===== config.mk =====
export PLATFORM = sky130hd
export DESIGN_NAME = uart_hex_entry_buffer
export DESIGN_NICKNAME = d
export VERILOG_FILES = /design/src/rtl/uart_hex_entry_buffer.sv
export SDC_FILE = /design/constraint.sdc
export NUM_CORES = 1
export LEC_CHECK = 0
export CAP_MARGIN = 20
export CORE_UTILIZATION = 45
export DETAILED_ROUTE_END_ITERATION = 8
export PLACE_DENSITY = 0.76
export SLEW_MARGIN = 10
export SYNTH_ARGS = -nofsm -noshare
export SYNTH_HDL_FRONTEND = slang
export SYNTH_SLANG_ARGS = --single-unit

===== constraint.sdc =====
create_clock -name clk -period 1.95 [get_ports clk]
set_input_delay 0.39 -clock clk [delete_from_list [all_inputs] [get_ports clk]]
set_output_delay 0.39 -clock clk [all_outputs]
set_load 0.01 [all_outputs]

===== src/rtl/uart_hex_entry_buffer.sv =====
// uart_hex_entry_buffer
//   Collects ASCII hex digits from the UART receiver into a shadow register
//   and supports line editing: Backspace drops the last digit and Escape
//   clears the entry. Enter copies the shadow into the committed `num` bus
//   that drives the seven-segment display controller. The display only ever
//   sees committed values. The `shadow` output lets the echo logic follow
//   keystrokes as they are typed.
//
//   Build option:
//     UART_HEX_AUTO_COMMIT_EN - the digit that fills the shadow also commits
//                               it on the same edge. FULL is never held and
//                               ovf is tied low.
//
//   Every update happens on the clk edge that samples rx_valid=1. Results
//   appear one cycle later. Back-to-back bytes are accepted without stalls.
module uart_hex_entry_buffer #(
   parameter int unsigned NUM_DIGITS = 6,
   parameter logic [7:0]  CR_CODE    = 8'h0D,
   parameter logic [7:0]  BS_CODE    = 8'h08,
   parameter logic [7:0]  ESC_CODE   = 8'h1B
) (
   input  logic                    clk,
   input  logic                    rst,
   input  logic [7:0]              rx_data,
   input  logic                    rx_valid,
   output logic [4*NUM_DIGITS-1:0] num,
   output logic                    num_valid,
   output logic [4*NUM_DIGITS-1:0] shadow,
   output logic [2:0]              digit_cnt,
   output logic                    err,
   output logic                    ovf
);

   localparam int unsigned W        = 4 * NUM_DIGITS;
   localparam logic [2:0]  FULL_CNT = 3'(NUM_DIGITS);

   // Entry state follows the digit count: none, some, or all digits typed.
   typedef enum logic [1:0] {
      ST_IDLE,
      ST_ENTRY,
      ST_FULL
   } state_t;

   // Classification of a received byte.
   typedef enum logic [2:0] {
      BYTE_HEX,
      BYTE_CR,
      BYTE_BS,
      BYTE_ESC,
      BYTE_OTHER
   } byte_class_t;

   state_t      state_q, state_d;
   logic [W-1:0] shadow_q, shadow_d;
   logic [W-1:0] num_q, num_d;
   logic [2:0]  cnt_q, cnt_d;
   logic        num_valid_q, num_valid_d;
   logic        err_q, err_d;
`ifndef UART_HEX_AUTO_COMMIT_EN
   logic        ovf_q, ovf_d;
`endif

   byte_class_t byte_class;
   logic [3:0]  nibble;
   logic [W-1:0] shadow_shifted;
   logic [2:0]  cnt_inc;
   logic [2:0]  cnt_dec;

   // Classify the incoming byte and extract its hex value.
   always_comb begin
      // NOTE: every output of a combinational block gets a default first, so
      // no path leaves it unassigned and no latch is inferred.
      byte_class = BYTE_OTHER;
      nibble     = 4'h0;
      if (rx_data >= 8'h30 && rx_data <= 8'h39) begin
         byte_class = BYTE_HEX;
         nibble     = rx_data[3:0];
      end else if ((rx_data >= 8'h41 && rx_data <= 8'h46) ||
                   (rx_data >= 8'h61 && rx_data <= 8'h66)) begin
         // 'A'/'a' have low nibble 1, so adding 9 yields 10..15.
         byte_class = BYTE_HEX;
         nibble     = rx_data[3:0] + 4'd9;
      end else if (rx_data == CR_CODE) begin
         byte_class = BYTE_CR;
      end else if (rx_data == BS_CODE) begin
         byte_class = BYTE_BS;
      end else if (rx_data == ESC_CODE) begin
         byte_class = BYTE_ESC;
      end
   end

   // New digits enter at the least significant end; older digits move up.
   assign shadow_shifted = {shadow_q[W-5:0], nibble};
   assign cnt_inc        = cnt_q + 3'd1;
   assign cnt_dec        = cnt_q - 3'd1;

   // Next-state logic for the entry FSM and every registered output.
   always_comb begin
      state_d     = state_q;
      shadow_d    = shadow_q;
      num_d       = num_q;
      cnt_d       = cnt_q;
      num_valid_d = 1'b0;
      err_d       = 1'b0;
`ifndef UART_HEX_AUTO_COMMIT_EN
      ovf_d       = ovf_q;
`endif

      if (rx_valid) begin
         unique case (byte_class)
            BYTE_HEX: begin
               if (state_q == ST_FULL) begin
`ifndef UART_HEX_AUTO_COMMIT_EN
                  // The shadow is full, so the digit is dropped and the loss
                  // is remembered until the entry is committed or cleared.
                  ovf_d = 1'b1;
`endif
               end else begin
`ifdef UART_HEX_AUTO_COMMIT_EN
                  if (cnt_inc == FULL_CNT) begin
                     num_d       = shadow_shifted;
                     num_valid_d = 1'b1;
                     shadow_d    = '0;
                     cnt_d       = 3'd0;
                     state_d     = ST_IDLE;
                  end else begin
                     shadow_d = shadow_shifted;
                     cnt_d    = cnt_inc;
                     state_d  = ST_ENTRY;
                  end
`else
                  shadow_d = shadow_shifted;
                  cnt_d    = cnt_inc;
                  state_d  = (cnt_inc == FULL_CNT) ? ST_FULL : ST_ENTRY;
`endif
               end
            end

            BYTE_CR: begin
               // Enter with nothing typed leaves the display untouched.
               if (state_q != ST_IDLE) begin
                  num_d       = shadow_q;
                  num_valid_d = 1'b1;
                  shadow_d    = '0;
                  cnt_d       = 3'd0;
                  state_d     = ST_IDLE;
`ifndef UART_HEX_AUTO_COMMIT_EN
                  ovf_d       = 1'b0;
`endif
               end
            end

            BYTE_BS: begin
               // Deleting a digit does not clear a prior overflow.
               if (state_q != ST_IDLE) begin
                  shadow_d = shadow_q >> 4;
                  cnt_d    = cnt_dec;
                  state_d  = (cnt_dec == 3'd0) ? ST_IDLE : ST_ENTRY;
               end
            end

            BYTE_ESC: begin
               shadow_d = '0;
               cnt_d    = 3'd0;
               state_d  = ST_IDLE;
`ifndef UART_HEX_AUTO_COMMIT_EN
               ovf_d    = 1'b0;
`endif
            end

            default: begin
               err_d = 1'b1;
            end
         endcase
      end
   end

   // State register. Reset discards any partial entry and the committed value.
   always_ff @(posedge clk or posedge rst) begin
      if (rst) begin
         state_q     <= ST_IDLE;
         shadow_q    <= '0;
         num_q       <= '0;
         cnt_q       <= 3'd0;
         num_valid_q <= 1'b0;
         err_q       <= 1'b0;
`ifndef UART_HEX_AUTO_COMMIT_EN
         ovf_q       <= 1'b0;
`endif
      end else begin
         // NOTE: sequential state uses non-blocking assignments, so every
         // register samples pre-edge values regardless of statement order.
         state_q     <= state_d;
         shadow_q    <= shadow_d;
         num_q       <= num_d;
         cnt_q       <= cnt_d;
         num_valid_q <= num_valid_d;
         err_q       <= err_d;
`ifndef UART_HEX_AUTO_COMMIT_EN
         ovf_q       <= ovf_d;
`endif
      end
   end

   assign num       = num_q;
   assign num_valid = num_valid_q;
   assign shadow    = shadow_q;
   assign digit_cnt = cnt_q;
   assign err       = err_q;
`ifdef UART_HEX_AUTO_COMMIT_EN
   assign ovf       = 1'b0;
`else
   assign ovf       = ovf_q;
`endif

endmodule

==> impl_summary.md <==
Synth
The register bit total from synthesis is 56. The number of distinct library cells after synthesis is between 40 and 50. In the post-synthesis netlist, the biggest area contributors are sky130_fd_sc_hd__dfrtp_1, sky130_fd_sc_hd__mux2_2, sky130_fd_sc_hd__mux2_4, sky130_fd_sc_hd__a22o_1, sky130_fd_sc_hd__ha_1. The synthesized netlist occupies a cell area of about 2800 µm². Summing the areas of all and, or, nand and nor instances in the mapped netlist gives 5.973% of the synthesized area.

The adder and majority cell fraction of the synthesized area is 3.097%. Of the synthesized area, sequential elements account for 49.56%. In the synthesized netlist, mux cells make up 22.26% of the area. The number of warnings printed during yosys synthesis is 0.

Of the post-synthesis cell area, the dominant cell type holds 49.56%. The post-synthesis compound-gate area fraction is 14.73%. By area, the combinational part of the netlist is dominated by multiplexers.

The largest total area in the synthesized netlist belongs to sky130_fd_sc_hd__dfrtp_1. Synthesis produced 203 cells. For this run, the leading register cell type out of synthesis is sky130_fd_sc_hd__dfrtp_1. The async set-or-reset flop fraction in the synthesized netlist is 100.0%. Summing the areas of all xor and xnor instances in the mapped netlist gives 0.9292% of the synthesized area.

In this run, synthesis inferred 0 flip-flops with an integrated enable. The number of nets in the synthesized netlist is 221. A synthesized cell averages 13.93 µm².

Placement
The number of port buffers is 64. OpenSTA, run right after detailed placement, puts the worst setup slack at -0.7618 ns. The HPWL after detailed placement is 4497 µm.

The congestion estimate from routability-driven global placement came to 0.8552.

Setup path
The data arrival time of the worst path is 2.18 ns. The endpoint type of the worst setup path is a flop. The largest fanout on the critical path is 6. At the worst endpoint, the required time is 2.17 ns.

STA classifies the critical path startpoint as a primary input. The critical path is of the primary input to flop type.

Global routing
The via count of the first global-routing pass is 2148. The pin count of the biggest net entering global routing is 28. The total routing resource utilization after global routing is a little under a quarter. Global routing used between 4 and 5% of the available met3 tracks. In the global route stage, met2 resource usage came out at a little over a third.

The layer with the highest usage after global routing is met2. In the global route stage, met1 resource usage came out at a little under a third. The first-pass GRT wire length is 11140 µm. The initial antenna violation count is 0. The leftover overflow at the end of global routing is 0.

STA
The worst pin sits at a relative slew slack of between 70% and 80%. Setup repair after global routing could not meet its margin everywhere. Setup violations remaining at the end of the flow were counted as 7. For this run, the top clock speed supported by timing is between 0.5 and 0.6 GHz. The routed design could run at a clock period as short as 1.963 ns.

The transition at the pin with the smallest max-transition slack is 0.3669 ns. Once routing completed, OpenROAD measured the worst setup slack at -0.01276 ns. The clock arrives with 0.004979 ns of skew. Of the available clock period, the critical path in the final layout requires 100.7%. The hold violation total from the final report is 0.

The count of final max-slew check failures is 0.

Floorplan
The die is 81.27 µm wide. The initial core utilization is between 40% and 50%. 65 I/O pins were placed.

The core region is around 6000 µm². The die is 81.27 µm tall. The die footprint is 6605 µm². The number of cell rows is 28.

Routing
The routed via count divided by cell count is approximately 5.5. The routed layout has 2109 vias. After detailed routing, the average wire length per cell comes to 17.66 µm. The first routing iteration left 97 violations. The routed design has 6747 µm of wire.

The first TritonRoute pass finished after 4 iterations. The residual antenna-violating net count after detailed routing is 0. After detailed routing, the number of remaining DRC violations is 0.

Min path
In this run the worst hold path is classified as primary input to async pin.

Finish
From synthesis to final layout, the design area changed by 45.58%. The final-stage net count is 324. Cells fill approximately 70% of the core in the end. The layout cell share with drive strength beyond 1 is 41.04%. The number of antenna diodes in the final layout is 0.

Leaving out fill and tap cells, the most frequent cells in the layout are sky130_fd_sc_hd__dfrtp_1, sky130_fd_sc_hd__clkdlybuf4s50_1, sky130_fd_sc_hd__buf_4, sky130_fd_sc_hd__mux2_2, sky130_fd_sc_hd__mux2_4.

Clock network
The number of buffers added to fix hold violations after cts is 0. The number of sinks handled by clock tree synthesis is between 50 and 60. The deepest clock path buffer count is 2.

Clock latency on the worst-skew pair, taken at its later pin, is 0.31 ns. The total clock buffers created by CTS is 5. TritonCTS built the clock tree. The CTS root buffer is sky130_fd_sc_hd__clkbuf_8. The H-tree depth is 2. The clock slew seen by the registers of the worst setup and hold paths is 0.10 ns.

Outcome
The flow ran to the end, but the final reports show violations. The final reports fail on setup timing.

Power and ir drop
IR analysis of the VDD net gives a maximum drop of 555.9 µV. The total power divided by cell area is 684.5 nW/µm². Summed over all cells, the static leakage comes to 1.874 nW.

Run
The number of max-cap violations is 0.
final timing paths:
| path | start | end | slack, ns | cells past startpoint |
|---|---|---|---|---|
| hold / removal | rst | num[1] | 0.36 | 2 |
| hold reg to reg | num[7] | num[7] | 0.51 | 1 |
| min in group clk | num[7] | num[7] | 0.51 | 1 |
| setup / recovery | rx_data[4] | shadow[20] | -0.01 | 8 |
| max in group asynchronous | rst | shadow[3] | 1.08 | 3 |
| setup reg to reg | state_q[0] | state_q[0] | 0.08 | 6 |
routing by layer:
layer,share of wire [%],up-vias
li1,-,977
met1,47,1071
met2,48,56
met3,3.8,5
met4,0.83,0
met5,0,-
synthesized netlist by cell type, types with 2 or more instances:
cell type and instances:
sky130_fd_sc_hd__o221ai_1 2, sky130_fd_sc_hd__nand2b_1 2, sky130_fd_sc_hd__nand2_1 7, sky130_fd_sc_hd__buf_2 6, sky130_fd_sc_hd__buf_6 3, sky130_fd_sc_hd__clkbuf_1 2, sky130_fd_sc_hd__mux2i_1 4, sky130_fd_sc_hd__dfrtp_1 56
sky130_fd_sc_hd__mux2_4 19, sky130_fd_sc_hd__a22o_1 20, sky130_fd_sc_hd__nand3b_1 2, sky130_fd_sc_hd__ha_1 7, sky130_fd_sc_hd__xor2_1 3, sky130_fd_sc_hd__a21oi_1 3, sky130_fd_sc_hd__a221o_1 2, sky130_fd_sc_hd__mux2_2 27
sky130_fd_sc_hd__nor2_1 4, sky130_fd_sc_hd__a22oi_1 2, sky130_fd_sc_hd__inv_1 7
repair_timing:
action	in CTS	in global routing
endpoints found under the setup margin	54	29
gates resized for setup	48	17
hold endpoints to repair	0	0
setup buffers	7	1
pin swaps	11	6
gates cloned	3	0
power by group:
part / switching (mW) / internal, mW / leakage, nW
clock network: 0.383 / 0.389 / 0.0558
logic: 0.325 / 0.401 / 1.05
registers: 0.0848 / 1.24 / 0.767
worst max-delay path: stages:
cell and delay (ns):
sky130_fd_sc_hd__buf_6 0.09, sky130_fd_sc_hd__or4b_4 0.56, sky130_fd_sc_hd__a311oi_4 0.30, sky130_fd_sc_hd__o2bb2ai_4 0.10
sky130_fd_sc_hd__buf_4 0.15, sky130_fd_sc_hd__buf_4 0.14, sky130_fd_sc_hd__a21o_4 0.22, sky130_fd_sc_hd__a22o_1 0.22
per-stage QoR:
step / setup TNS, ns / cell area (µm²) / cells / hold slack, ns / total power [mW]
global route: -0.9971 / 4116 / 382 / 0.4107 / 2.947
CTS: -2.985 / 4153 / 384 / 0.3715 / 2.820
floorplan: -10.55 / 2850 / 203 / 0.4960 / 1.709
detailed placement: -35.53 / 3834 / 368 / 0.4942 / 2.013
finish: -0.03022 / 4116 / 382 / 0.3582 / 2.818
global placement: -33.44 / 3834 / 368 / 0.4878 / 2.001
state kept, by name, summed over array words and instances (netlist names):
register	flops
num	24
ovf	1
state_q	2
err	1
num_valid	1
shadow	24
digit_cnt	3
final cells by class:
class                           instances  area, µm²
Fill cell                             423       1874
Multi-Input combinational cell        129       1449
Sequential cell                        56       1401
Timing Repair Buffer                  107       1032
Tap cell                               75      93.84
Clock buffer                            6      72.57
Clock inverter                          2      38.79
Inverter                                7      28.78
kinds of logic (layout without fill, tap and decap cells):
logic type                 after synthesis  after routing
and+or+nand+nor                         26             26
DFF                                     56             56
adders and majority gates                7              7
AOI/OAI and AO/OA                       43             43
xor gates and xnor gates                 3              3
buffers and inverters                   18            122
muxes                                   50             50
Power figures use the tool's default switching activity.
